[src/rtl/shift_sequencer_pkg.sv]
// Shared constants for the operand-2 shift sequencer: shift types, operand-2 field
// positions and controller states.
package shift_sequencer_pkg;

  localparam logic [1:0] SH_LSL = 2'b00;
  localparam logic [1:0] SH_LSR = 2'b01;
  localparam logic [1:0] SH_ASR = 2'b10;
  localparam logic [1:0] SH_ROR = 2'b11;

  localparam int OP2_REG_BIT = 4;
  localparam int OP2_ILL_BIT = 7;
  localparam int OP2_TYPE_LO = 5;
  localparam int OP2_AMT_LO  = 7;
  localparam int OP2_RS_LO   = 8;
  localparam int OP2_ROT_LO  = 8;

  typedef enum logic [1:0] {
    ST_IDLE,
    ST_RS_REQ,
    ST_RS_DATA,
    ST_OUT
  } state_t;

endpackage

[src/rtl/shift_sequencer_core.sv]
// Combinational ARM barrel shifter: one shift of val by amt with ARM carry-out and
// the >=32 amount rules; amt==0 passes val and cin through unless rrx is set.
module shift_core
  import shift_sequencer_pkg::*;
(
  input  logic [31:0] val,
  input  logic [7:0]  amt,
  input  logic [1:0]  shift_type,
  input  logic        cin,
  input  logic        rrx,
  output logic [31:0] result,
  output logic        carry
);

  logic [32:0] lsl_ext;
  logic [32:0] lsr_ext;
  logic [32:0] asr_ext;
  logic [31:0] ror_val;
  logic        big;
  logic        eq32;

  // The extra bit on each extended shift catches the last bit shifted out.
  assign lsl_ext = {1'b0, val} << amt[4:0];
  assign lsr_ext = {val, 1'b0} >> amt[4:0];
  assign asr_ext = $signed({val, 1'b0}) >>> amt[4:0];
  assign ror_val = 32'({val, val} >> amt[4:0]);
  assign big     = |amt[7:5];
  assign eq32    = (amt == 8'd32);

  always_comb begin
    result = val;
    carry  = cin;
    if (rrx) begin
      result = {cin, val[31:1]};
      carry  = val[0];
    end else if (amt != 8'd0) begin
      case (shift_type)
        SH_LSL: begin
          if (!big) begin
            result = lsl_ext[31:0];
            carry  = lsl_ext[32];
          end else begin
            result = '0;
            carry  = eq32 ? val[0] : 1'b0;
          end
        end
        SH_LSR: begin
          if (!big) begin
            result = lsr_ext[32:1];
            carry  = lsr_ext[0];
          end else begin
            result = '0;
            carry  = eq32 ? val[31] : 1'b0;
          end
        end
        SH_ASR: begin
          if (!big) begin
            result = asr_ext[32:1];
            carry  = asr_ext[0];
          end else begin
            result = {32{val[31]}};
            carry  = val[31];
          end
        end
        default: begin
          // A nonzero multiple of 32 leaves the value intact but still drives carry.
          if (amt[4:0] == 5'd0) begin
            result = val;
            carry  = val[31];
          end else begin
            result = ror_val;
            carry  = ror_val[31];
          end
        end
      endcase
    end
  end

endmodule

[src/rtl/shift_sequencer.sv]
// Operand-2 controller for the execute-stage shifter: decodes the operand-2 field,
// fetches Rs over the shared read port for register shifts, hands results to the ALU.
module shift_sequencer
  import shift_sequencer_pkg::*;
#(
  parameter int RS_AMT_BITS = 8,
  parameter int CNT_W       = 16
) (
  input  logic             clk,
  input  logic             rst_n,
  input  logic             req_valid,
  output logic             req_ready,
  input  logic             req_imm,
  input  logic [11:0]      req_op2,
  input  logic [31:0]      req_rm,
  input  logic             req_cin,
  input  logic             flush,
  output logic             rs_rd_req,
  output logic [3:0]       rs_addr,
  input  logic             rs_rd_gnt,
  input  logic [31:0]      rs_rd_data,
  output logic             res_valid,
  input  logic             res_ready,
  output logic [31:0]      res_data,
  output logic             res_carry,
  output logic             res_err,
  output logic [CNT_W-1:0] rs_wait_cnt
);

  state_t      state;
  state_t      state_next;
  logic [31:0] rm_q;
  logic        cin_q;
  logic [1:0]  type_q;
  logic        accept;
  logic        op_reg;
  logic        op_ill;
  logic [7:0]  rs_amt;
  logic        rs_unused;

  logic [31:0] core_val;
  logic [7:0]  core_amt;
  logic [1:0]  core_type;
  logic        core_cin;
  logic        core_rrx;
  logic [31:0] core_result;
  logic        core_carry;

  assign op_reg    = !req_imm && req_op2[OP2_REG_BIT] && !req_op2[OP2_ILL_BIT];
  assign op_ill    = !req_imm && req_op2[OP2_REG_BIT] && req_op2[OP2_ILL_BIT];
  assign rs_amt    = 8'(rs_rd_data[RS_AMT_BITS-1:0]);
  assign rs_unused = ^rs_rd_data[31:RS_AMT_BITS];

  always_ff @(posedge clk or negedge rst_n) begin
    if (!rst_n) state <= ST_IDLE;
    else        state <= state_next;
  end

  always_comb begin
    state_next = state;
    req_ready  = !flush && ((state == ST_IDLE) || ((state == ST_OUT) && res_ready));
    accept     = req_valid && req_ready;
    res_valid  = (state == ST_OUT);
    rs_rd_req  = (state == ST_RS_REQ);
    if (flush) begin
      state_next = ST_IDLE;
    end else begin
      case (state)
        ST_IDLE:    if (accept) state_next = op_reg ? ST_RS_REQ : ST_OUT;
        ST_RS_REQ:  if (rs_rd_gnt) state_next = ST_RS_DATA;
        ST_RS_DATA: state_next = ST_OUT;
        ST_OUT: begin
          if (res_ready) begin
            if (accept) state_next = op_reg ? ST_RS_REQ : ST_OUT;
            else        state_next = ST_IDLE;
          end
        end
        default:    state_next = ST_IDLE;
      endcase
    end
  end

  // The one shifter serves both the incoming request and the deferred register shift;
  // RS_DATA never overlaps an accept because req_ready is low there.
  always_comb begin
    core_val  = req_rm;
    core_amt  = 8'd0;
    core_type = SH_LSL;
    core_cin  = req_cin;
    core_rrx  = 1'b0;
    if (state == ST_RS_DATA) begin
      core_val  = rm_q;
      core_amt  = rs_amt;
      core_type = type_q;
      core_cin  = cin_q;
    end else if (req_imm) begin
      core_val  = {24'd0, req_op2[7:0]};
      core_amt  = {3'd0, req_op2[OP2_ROT_LO +: 4], 1'b0};
      core_type = SH_ROR;
    end else begin
      core_type = req_op2[OP2_TYPE_LO +: 2];
      core_amt  = {3'd0, req_op2[OP2_AMT_LO +: 5]};
      if (req_op2[OP2_AMT_LO +: 5] == 5'd0) begin
        if (core_type == SH_LSR || core_type == SH_ASR) core_amt = 8'd32;
        else if (core_type == SH_ROR)                   core_rrx = 1'b1;
      end
    end
  end

  shift_core u_core (
    .val        (core_val),
    .amt        (core_amt),
    .shift_type (core_type),
    .cin        (core_cin),
    .rrx        (core_rrx),
    .result     (core_result),
    .carry      (core_carry)
  );

  always_ff @(posedge clk or negedge rst_n) begin
    if (!rst_n) begin
      rm_q      <= '0;
      cin_q     <= 1'b0;
      type_q    <= SH_LSL;
      rs_addr   <= '0;
      res_data  <= '0;
      res_carry <= 1'b0;
      res_err   <= 1'b0;
    end else if (accept) begin
      rm_q   <= req_rm;
      cin_q  <= req_cin;
      type_q <= req_op2[OP2_TYPE_LO +: 2];
      if (op_reg) begin
        rs_addr <= req_op2[OP2_RS_LO +: 4];
      end else begin
        res_data  <= op_ill ? 32'd0 : core_result;
        res_carry <= op_ill ? req_cin : core_carry;
        res_err   <= op_ill;
      end
    end else if (state == ST_RS_DATA && !flush) begin
      res_data  <= core_result;
      res_carry <= core_carry;
      res_err   <= 1'b0;
    end
  end

  always_ff @(posedge clk or negedge rst_n) begin
    if (!rst_n)                                         rs_wait_cnt <= '0;
    else if (rs_rd_req && !rs_rd_gnt && !(&rs_wait_cnt)) rs_wait_cnt <= rs_wait_cnt + 1'b1;
  end

endmodule
[config.mk]
export PLATFORM = sky130hd
export DESIGN_NAME = shift_sequencer
export DESIGN_NICKNAME = d
export VERILOG_FILES = /design/src/rtl/shift_sequencer_pkg.sv /design/src/rtl/shift_sequencer_core.sv /design/src/rtl/shift_sequencer.sv
export SDC_FILE = /design/constraint.sdc
export NUM_CORES = 1
export LEC_CHECK = 0
export BUFFER_PORTS_ARGS = -buffer_cell sky130_fd_sc_hd__buf_2
export CAP_MARGIN = 20
export CORE_MARGIN = 1
export CORE_UTILIZATION = 45
export DETAILED_ROUTE_END_ITERATION = 6
export GPL_TIMING_DRIVEN = 0
export PLACE_DENSITY_LB_ADDON = 0.12
export SLEW_MARGIN = 40
export SYNTH_ARGS = -nofsm -noshare
export SYNTH_HDL_FRONTEND = slang
export SYNTH_HIERARCHICAL = 1
export SYNTH_SLANG_ARGS = --single-unit
export TNS_END_PERCENT = 5
[constraint.sdc]
create_clock -name clk -period 5.6 [get_ports clk]
set_clock_uncertainty 0.05 [all_clocks]
set_input_delay 0.28 -clock clk [delete_from_list [all_inputs] [get_ports clk]]
set_output_delay 0.28 -clock clk [all_outputs]
set_load 0.03 [all_outputs]
Yosys cells after proc, flatten, opt, wreduce, memory -nomap -nowiden
Index checks and enable logic that the tools add are counted.
{ "word_totals": {"ff_bits": 91, "latchBits": 0, "ram_bits": 0, "rom_bits": 0, "inputBits": 84, "word_cells": 102, "n_memories": 0} }
{ "classes": {"n_addsub": 1, "n_mul": 0, "n_div": 0, "n_lt_le_gt_ge": 0, "n_eq_ne": 13, "shift": 4, "muxes": 48, "bitwise_logic": 0, "reduce_logical": 27} }
{ "op_table": {"columns": ["cell", "count"], "rows": [
  ["$mux W32", 12],
  ["$pmux W32 S3", 1],
  ["$shr A64 B5 Y32", 1],
  ["$shl A32 B5 Y33", 1],
  ["$shr A33 B5 Y33", 1],
  ["$sshr A33 B5 Y33", 1],
  ["$mux W1", 21],
  ["$mux W6", 3],
  ["$add A16 B1 Y16 const B", 1],
  ["$mux W2", 8],
  ["$reduce_and A16 Y1", 1],
  ["$eq A2 B2 Y1 const B", 5],
  ["$logic_not A5 Y1", 2],
  ["$logic_and A1 B1 Y1", 9],
  ["$eq A8 B6 Y1 const B", 1],
  ["$mux W8", 1],
  ["$pmux W2 S4", 1],
  ["$reduce_bool A8 Y1", 1],
  ["$eq A2 B1 Y1 const B", 3],
  ["$ne A3 B2 Y1 const B", 2],
  ["$logic_not A1 Y1", 5],
  ["$logic_not A2 Y1", 2],
  ["$reduce_and A2 Y1", 2],
  ["$ne A3 B3 Y1 const B", 1],
  ["6 further kinds", 7]
]} }

Longest topological paths before layout
Gate-level depths: netlist of the first run.
{ "logic_depth": {"depth_word": 15, "ltp_mapped": 19} }

By module
The synthesis of the first run kept the hierarchy.
{ "modules_own_cells": {"columns": ["module", "instances", "cells_per_inst", "area_each_um2", "seq_area_each_um2"], "rows": [
  ["shift_core", 1, 939, 6232.2, 0.0],
  ["shift_sequencer", 1, 470, 4738.3, 2277.2]
]} }

Worst setup path before layout of the first run
Ideal clock, no wire load.
{ "synth_timing": {"path_type": "flip-flop to flip-flop", "start": "register state[0]", "end": "register res_data[22]", "arrival_time_ns": 3.345, "required_ns": 5.423, "path_slack_ns": 2.078, "path_stages_with_launch": 19, "period_less_slack_ns": 3.522, "cell_sequence": "dfrtp_1 -> buf_2 -> nor2b_1 -> clkbuf_1 -> clkbuf_1 -> nand2_1 -> nand2_1 -> buf_4 -> buf_6 -> buf_4 -> mux2i_1 -> mux2i_1 -> mux2i_1 -> o32ai_2 -> a2111oi_0 -> a2111oi_0 -> a211o_1 -> o21ai_0 -> mux2i_1"} }
{ "synth_between": {"elab_chain_len": 10} }
{ "synth_lines": {"columns": ["item", "line", "rtl"], "rows": [
  ["start: declaration", "shift_sequencer.sv:30", "state_t state;"],
  ["start signal: assignment", "shift_sequencer.sv:56", "else state <= state_next;"],
  ["$eq A2 B2 Y1 *", "shift_sequencer.sv:91", "if (state == ST_RS_DATA) begin"],
  ["$mux W8 *", "shift_sequencer.sv:91", null],
  ["via core_amt[0]", "shift_sequencer.sv:42", "logic [7:0] core_amt;"],
  ["$shr A64 B5 Y32 (tied with other cells)", "shift_sequencer_core.sv:26", "assign ror_val = 32'({val, val} >> amt[4:0]);"],
  ["$mux W32 (on tied branches)", null, null],
  ["$pmux W32 S3", "shift_sequencer_core.sv:37", "case (shift_type)"],
  ["$mux W32 *", "shift_sequencer_core.sv:36", "end else if (amt != 8'd0) begin"],
  ["$mux W32 *", "shift_sequencer_core.sv:33", "if (rrx) begin"],
  ["via core_result[22]", "shift_sequencer.sv:46", "logic [31:0] core_result;"],
  ["$mux W32", "shift_sequencer.sv:136", "res_data <= op_ill ? 32'd0 : core_result;"],
  ["$mux W32", "shift_sequencer.sv:133", "if (op_reg) begin"],
  ["$mux W32 *", "shift_sequencer.sv:129", "end else if (accept) begin"],
  ["end signal: assignment", "shift_sequencer.sv:136", null],
  ["end signal: assignment", "shift_sequencer.sv:141", "res_data <= core_result;"],
  ["end: declaration", "shift_sequencer.sv:24", "output logic [31:0] res_data,"]
]} }
The timed path passes the listed nets; every way through them passes the cells marked *. The select of a mux whose other input is x is not followed.
A chain may end at the register's enable or synchronous reset.

Worst setup path in the final report of the first run
{ "layout_timing": {"start": "register state[0]", "end": "register res_data[11]"} }
The elaborated chain is that of the path after synthesis.

==> impl_metrics.env, run 1 <==
export IMPL_antenna_found_initial=1
export IMPL_viasPerCell=7.227
export IMPL_relSlewSlack_pct=32.58
export IMPL_hold_path_class="in -> reg"
export IMPL_crit_top_cell="clkbuf_1"
export IMPL_placed_area_mm2=0.01207
export IMPL_end_kind="register"
export IMPL_grt_pass1_wl_mm=90.43
export IMPL_clock_latency_ns=0.37
export IMPL_gr_total_overflow=0
export IMPL_hold_viol=0
export IMPL_cp_slowest_cell="a221oi_1"
export IMPL_port_buffer_count=115
export IMPL_async_flop_share_pct=100.0
export IMPL_setup_violations=1
export IMPL_netlist_instances=1409
export IMPL_fin_crit_ns=5.638
export IMPL_start_kind="register"
export IMPL_tns_ns=-0.03773
export IMPL_finalInstanceArea_mm2=0.01243
export IMPL_clock_path_buffers=2
export IMPL_power_report_internal_total_mw=2.110
export IMPL_drtAntennaViolNets=0
export IMPL_final_nets=1630
export IMPL_critPathArrivalTime_ns=5.82
export IMPL_p_seq_share_pct=21.6
export IMPL_synth_seq_cells=91
export IMPL_syn_num_nets=1495
export IMPL_die_area_mm2=0.02501
export IMPL_comb_power_share_pct=64.5
export IMPL_violations="setup timing"
export IMPL_synth_edf_count=0
export IMPL_vias=13536
export IMPL_slew_viol_final=0
export IMPL_rsz0062_at_grt="no"
export IMPL_root_buffer="clkbuf_16"
export IMPL_synth_cell_types=81
export IMPL_io_pin_count=141
export IMPL_reg2reg_setup_slack_ns=-0.04
export IMPL_status="finished with violations"
export IMPL_netlist_area_mm2=0.01097
export IMPL_reg2reg_depth=15
export IMPL_crit_fanout=10
export IMPL_min_path_cells=2
export IMPL_core_area_mm2=0.02368
export IMPL_clkPwrFrac_pct=13.9
export IMPL_drcViolationCount=0
export IMPL_period_share_pct=100.7
export IMPL_die_w_um=158.1
export IMPL_yosysMostFrequentCell="nand2_1"
export IMPL_worst_pin_slew_ns=1.002
export IMPL_cts_htree_levels=3
export IMPL_wirelength_mm=64.05
export IMPL_final_util_pct=52.50
export IMPL_first_pass_iters=7
export IMPL_grt_pass1_vias=12811
export IMPL_ir_worst_vdd_v=0.0003213
export IMPL_cpPeakStageDelay_ns=0.75
export IMPL_start_util_pct=46.32
export IMPL_cts_tree="yes"
export IMPL_cts_num_sinks=91
export IMPL_yosysWarnings=6
export IMPL_gr_usage_all_layers_pct=51.97
export IMPL_die_h_um=158.1
export IMPL_ys_seq_area_share_pct=20.76
export IMPL_synthToLayoutAreaGrowth_pct=13.33
export IMPL_p_sw_mw=2.563
export IMPL_swShare_pct=54.85
export IMPL_ys_top_cells_by_area="dfrtp_1 21%, mux2i_1 11%, mux4_2 7.4%"
export IMPL_synthTopCellsByCount="210 x nand2_1, 123 x nor2_1, 117 x mux2i_1, 108 x o21ai_0, 91 x dfrtp_1"
export IMPL_critical_path_required_ns=5.78
export IMPL_worstPathCellList="buf_2, nand2b_1, clkbuf_1, clkbuf_1, nand2_1, nand2_1, clkbuf_1, clkbuf_1, buf_1, clkbuf_1, o22ai_1, a221oi_1, o221ai_1, o21ai_0, mux2i_1"
export IMPL_power_total_mw=4.672
export IMPL_layout_drive_gt1_share_pct=21.43
export IMPL_avgSynthCellArea_um2=7.786
export IMPL_synth_top_area_share_pct=20.76
export IMPL_max_clock_freq_mhz=177.4
export IMPL_synth_top_area_cell="dfrtp_1"
export IMPL_clkTransAtPathRegs_ns=0.09
export IMPL_fp_row_count=56
export IMPL_power_density_mw_per_mm2=375.8
export IMPL_grt_max_degree=55
export IMPL_place_gp_congestion=1.189
export IMPL_drt_iter0_drc=2294
export IMPL_dp_hpwl_mm=48.20
export IMPL_worstSetupPathType="reg -> reg"
export IMPL_layout_setup_ws_ns=-0.03773
export IMPL_synth_top_flop_cell="dfrtp_1"
export IMPL_leakagePower_nw=5.197
export IMPL_post_cts_setup_buffers=0
export IMPL_maxCapViolations=0
export IMPL_routedWlPerCell_um=34.19
export IMPL_cts_buffers=9
power by group through the flow:
| stage | Clock (mW) | Combinational [mW] | Sequential (mW) |
|---|---|---|---|
| 6_report | 0.648 | 3.01 | 1.01 |
| 5_1_grt | 0.672 | 3.06 | 1.03 |
| 4_1_cts | 0.647 | 2.79 | 1.01 |
| 3_5_place_dp | 0 | 2.78 | 1.02 |
| 3_3_place_gp | 0 | 2.75 | 0.994 |
| 2_1_floorplan | 0 | 1.44 | 1.27 |
cells by family after synthesis:
logic type | count (synthesis) | share of synthesized area [%]
flops | 91 | 20.76
compound gates | 383 | 23.38
simple gates | 502 | 21.12
xor+xnor | 14 | 1.118
mux | 225 | 25.70
buf+inv | 192 | 7.698
fa+ha+maj | 2 | 0.2281
path summary, 6_finish.rpt:
kind,endpoint,from
setup / recovery,res_data[11],state[0]
hold / removal,rm_q[22],req_rm[22]
setup reg to reg,res_data[11],state[0]
hold reg to reg,rs_addr[2],rs_addr[2]
max in group asynchronous,res_data[13],rst_n
min in group asynchronous,state[1],rst_n
per-layer routing:
layer	vias up	track usage, %	share of wire (%)
met2	1234	72.58	40
met1	6473	62.18	37
met3	346	24.23	15
met5	-	0	0
met4	0	37.45	8.5
li1	5483	-	-
flip-flops by register name, indices dropped and copies added (netlist names):
register     cells
type_q           2
rs_addr          4
res_data        32
rs_wait_cnt     16
res_err          1
rm_q            32
res_carry        1
cin_q            1
state            2
critical path, delay by kind of cell (launching register included):
kind	cells	cell delay (ns)
DFF	1	0.36
AOI/OAI and AO/OA	4	1.40
and+or+nand+nor	3	0.31
muxes	1	0.10
buffers and inverters	7	3.26
layout make-up:
| class | count | area (µm²) |
|---|---|---|
| Fill cell | 2323 | 11250 |
| Multi-Input combinational cell | 1126 | 7920 |
| Sequential cell | 91 | 2277 |
| Buffer | 142 | 673.1 |
| Timing Repair Buffer | 124 | 669.4 |
| Tap cell | 319 | 399.1 |
| Clock buffer | 10 | 239.0 |
| Inverter | 50 | 187.7 |
| Clock inverter | 6 | 55.05 |
| Antenna cell | 5 | 12.51 |
layout by cell type, fill, tap and decap left out, drive strengths merged, types with 6 or more instances in the layout:
cell,synthesis,layout
o31ai,6,6
nand3b,25,25
mux4,36,36
a22oi,6,6
mux2,72,72
o21ai,111,111
a221o,8,8
clkbuf,89,101
inv,50,53
nor3,39,39
o22ai,16,16
o211ai,18,18
xor2,11,11
a211oi,13,13
buf,53,174
nand4,8,8
nand2b,10,10
nor2b,10,10
dfrtp,91,91
mux2i,117,117
and2,13,13
nand2,210,210
a31oi,13,13
a32oi,6,6
o221ai,20,20
nor2,123,123
nor4,7,7
and3,10,10
o21a,7,7
a2111oi,9,9
nand3,26,26
a221oi,10,10
a21oi,81,81
timing repair:
item,CTS,global route
endpoints found under the hold margin,37,0
setup endpoints to repair,0,1
resized for setup,0,2
hold buffers,1,0
stage by stage:
stage | setup slack [ns] | hold WS (ns) | instances
global placement | 0.0005347 | 0.4324 | 1843
floorplan | 2.078 | -0.06559 | 1409
finish | -0.03773 | 0.1029 | 1873
CTS | 0.1698 | 0.1034 | 1867
global route | 0.08359 | 0.1109 | 1871
detailed placement | 0.2176 | 0.1660 | 1850
(Power assumes the default switching activity.)
==> run 2: changes to the inputs <==
CORE_UTILIZATION = 40   (was 45)
==> run 2 against run 1 <==
The flow finishes with violations (DRC). Maximum frequency increased by 0.91%. Via count decreased by 2.0%. Wire length decreased by 1.6%. Critical path type unchanged. Largest cell class unchanged.
==> impl_metrics.env, run 2 (synthesis results as in run 1) <==
export IMPL_critPathLaunch="state[1]"
export IMPL_period_share_pct=99.77
export IMPL_worst_pin_slew_ns=0.9884
export IMPL_cts_resized_gates=0
export IMPL_core_area_mm2=0.02695
export IMPL_p_seq_share_pct=21.7
export IMPL_hold_viol=0
export IMPL_grt_pass1_vias=12616
export IMPL_p_sw_mw=2.499
export IMPL_clkPwrFrac_pct=14.1
export IMPL_fin_crit_ns=5.587
export IMPL_critical_path_required_ns=5.80
export IMPL_routedWlPerCell_um=33.32
export IMPL_min_path_cells=2
export IMPL_rsz0062_at_grt="no"
export IMPL_drt_iter0_drc=2323
export IMPL_leakagePower_nw=5.200
export IMPL_die_area_mm2=0.02809
export IMPL_fillers=2726
export IMPL_cts_num_sinks=91
export IMPL_worstSetupPathType="reg -> reg"
export IMPL_layout_drive_gt1_share_pct=21.45
export IMPL_slew_viol_final=0
export IMPL_place_gp_congestion=1.154
export IMPL_worstPathCellList="nor2b_1, clkbuf_1, clkbuf_1, nand2_1, nand2_1, clkbuf_1, clkbuf_1, buf_1, buf_1, o21ai_0, a21oi_1, o221ai_1, o21ai_0, mux2i_1"
export IMPL_clkTransAtPathRegs_ns=0.08
export IMPL_first_pass_iters=7
export IMPL_cts_buffers=9
export IMPL_relSlewSlack_pct=32.22
export IMPL_cp_slowest_cell="buf_1"
export IMPL_cts_tree="yes"
export IMPL_power_report_internal_total_mw=2.095
export IMPL_crit_top_cell="clkbuf_1"
export IMPL_tns_ns=0
export IMPL_gr_total_overflow=0
export IMPL_top_regs="res_data x32, rm_q x32, rs_wait_cnt x16"
export IMPL_setup_violations=0
export IMPL_cpPeakStageDelay_ns=0.73
export IMPL_port_buffer_count=115
export IMPL_wirelength_mm=63.01
export IMPL_clock_latency_ns=0.36
export IMPL_gr_usage_all_layers_pct=44.58
export IMPL_io_pin_count=141
export IMPL_vias=13267
export IMPL_end_kind="register"
export IMPL_status="finished with violations"
export IMPL_hold_path_class="in -> reg"
export IMPL_root_buffer="clkbuf_16"
export IMPL_crit_fanout=10
export IMPL_ir_worst_vdd_v=0.0002255
export IMPL_grt_max_degree=60
export IMPL_maxCapViolations=0
export IMPL_r2r_end="res_data[28]"
export IMPL_finalInstanceArea_mm2=0.01245
export IMPL_comb_power_share_pct=64.2
export IMPL_drtAntennaViolNets=0
export IMPL_mostFrequentLayoutCell="nand2_1"
export IMPL_viasPerCell=7.016
export IMPL_placed_area_mm2=0.01210
export IMPL_r2r_start="state[1]"
export IMPL_grt_pass1_wl_mm=89.77
export IMPL_cp_endpoint="res_data[28]"
export IMPL_fp_row_count=60
export IMPL_dp_hpwl_mm=47.57
export IMPL_power_density_mw_per_mm2=369.0
export IMPL_synthToLayoutAreaGrowth_pct=13.47
export IMPL_swShare_pct=54.40
export IMPL_critPathArrivalTime_ns=5.78
export IMPL_antenna_found_initial=4
export IMPL_violations="DRC"
export IMPL_drcViolationCount=1
export IMPL_reg2reg_setup_slack_ns=0.01
export IMPL_max_clock_freq_mhz=179.0
export IMPL_die_w_um=167.6
export IMPL_layout_common_cells="210 x nand2_1, 138 x buf_2, 121 x nor2_1, 115 x mux2i_1, 99 x o21ai_0"
export IMPL_die_h_um=167.6
export IMPL_clock_path_buffers=2
export IMPL_final_nets=1629
export IMPL_start_kind="register"
export IMPL_reg2reg_depth=14
export IMPL_cts_htree_levels=3
export IMPL_start_util_pct=40.71
==> run 2: changes by cell type in the layout (fill, tap and decap cells not counted), sizes merged <==
| cell | before | now |
|---|---|---|
| clkinv | 1 | 2 |
| clkbuf | 101 | 99 |
| diode | 5 | 2 |
==> run 2: through the flow <==
stage	std cells	hold slack (ns)	setup WS, ns	total power, mW	utilization [%]
after floorplan	1409	-0.06559	2.078	2.719	-
final	1891	0.1085	0.01286	4.594	46.19
after CTS	1888	0.1056	0.4309	4.431	46.05
after global placement	1865	0.4361	0.02246	3.758	44.42
after detailed placement	1871	0.1481	0.4301	3.770	44.91
after global routing	1889	0.1157	0.04490	4.710	46.17
==> run 2: area by class of cell <==
| class | count | area (µm²) | share of cell area [%] |
|---|---|---|---|
| tap | 341 | 426.7 | 3.427 |
| inverter | 50 | 187.7 | 1.508 |
| clock inverter | 7 | 71.32 | 0.5729 |
| buffer | 142 | 673.1 | 5.408 |
| sequential | 91 | 2277 | 18.29 |
| timing repair buffer | 123 | 665.6 | 5.347 |
| multi-input combinational | 1126 | 7916 | 63.59 |
| antenna | 2 | 5.005 | 0.04021 |
| clock buffer | 9 | 225.2 | 1.809 |
==> run 2: how the worst min path moves through the flow <==
stage	endpoint	startpoint	slack (ns)
4_1_cts	rm_q[27]	req_rm[27]	0.11
2_1_floorplan	cin_q	rst_n	-0.07
3_3_place_gp	rm_q[24]	rm_q[24]	0.44
3_5_place_dp	rm_q[10]	rst_n	0.15
5_1_grt	rm_q[27]	req_rm[27]	0.12
6_report	rm_q[10]	req_rm[10]	0.11
==> run 2: metal layers <==
metal / up-vias / track usage [%] / part of all wire [%]
met1: 6303 / 56.36 / 38
li1: 5473 / - / -
met3: 296 / 16.80 / 15
met2: 1195 / 62.55 / 39
met5: - / 0 / 0
met4: 0 / 30.36 / 8.4
==> run 2: worst max-delay path: cells and delay by family, from the launching register on <==
kind                   cells  cell delay [ns]
buffers and inverters      6             3.18
AOI/OAI and AO/OA          4             1.25
DFF                        1             0.50
and+or+nand+nor            3             0.37
muxes                      1             0.10
==> run 2: power groups by stage <==
stage                     Clock [mW]  Combinational (mW)  Sequential [mW]
after global routing           0.676                3.01             1.03
final                          0.647                2.95            0.996
after detailed placement           0                2.76             1.01
after floorplan                    0                1.44             1.27
after global placement             0                2.76            0.997
after CTS                      0.658                2.78            0.998
==> run 2: what timing repair did <==
item                       4_1_cts  5_1_grt
setup endpoints to repair        0        0
hold buffers                     1        0
setup buffers                    0        0
hold endpoints to repair        32        0
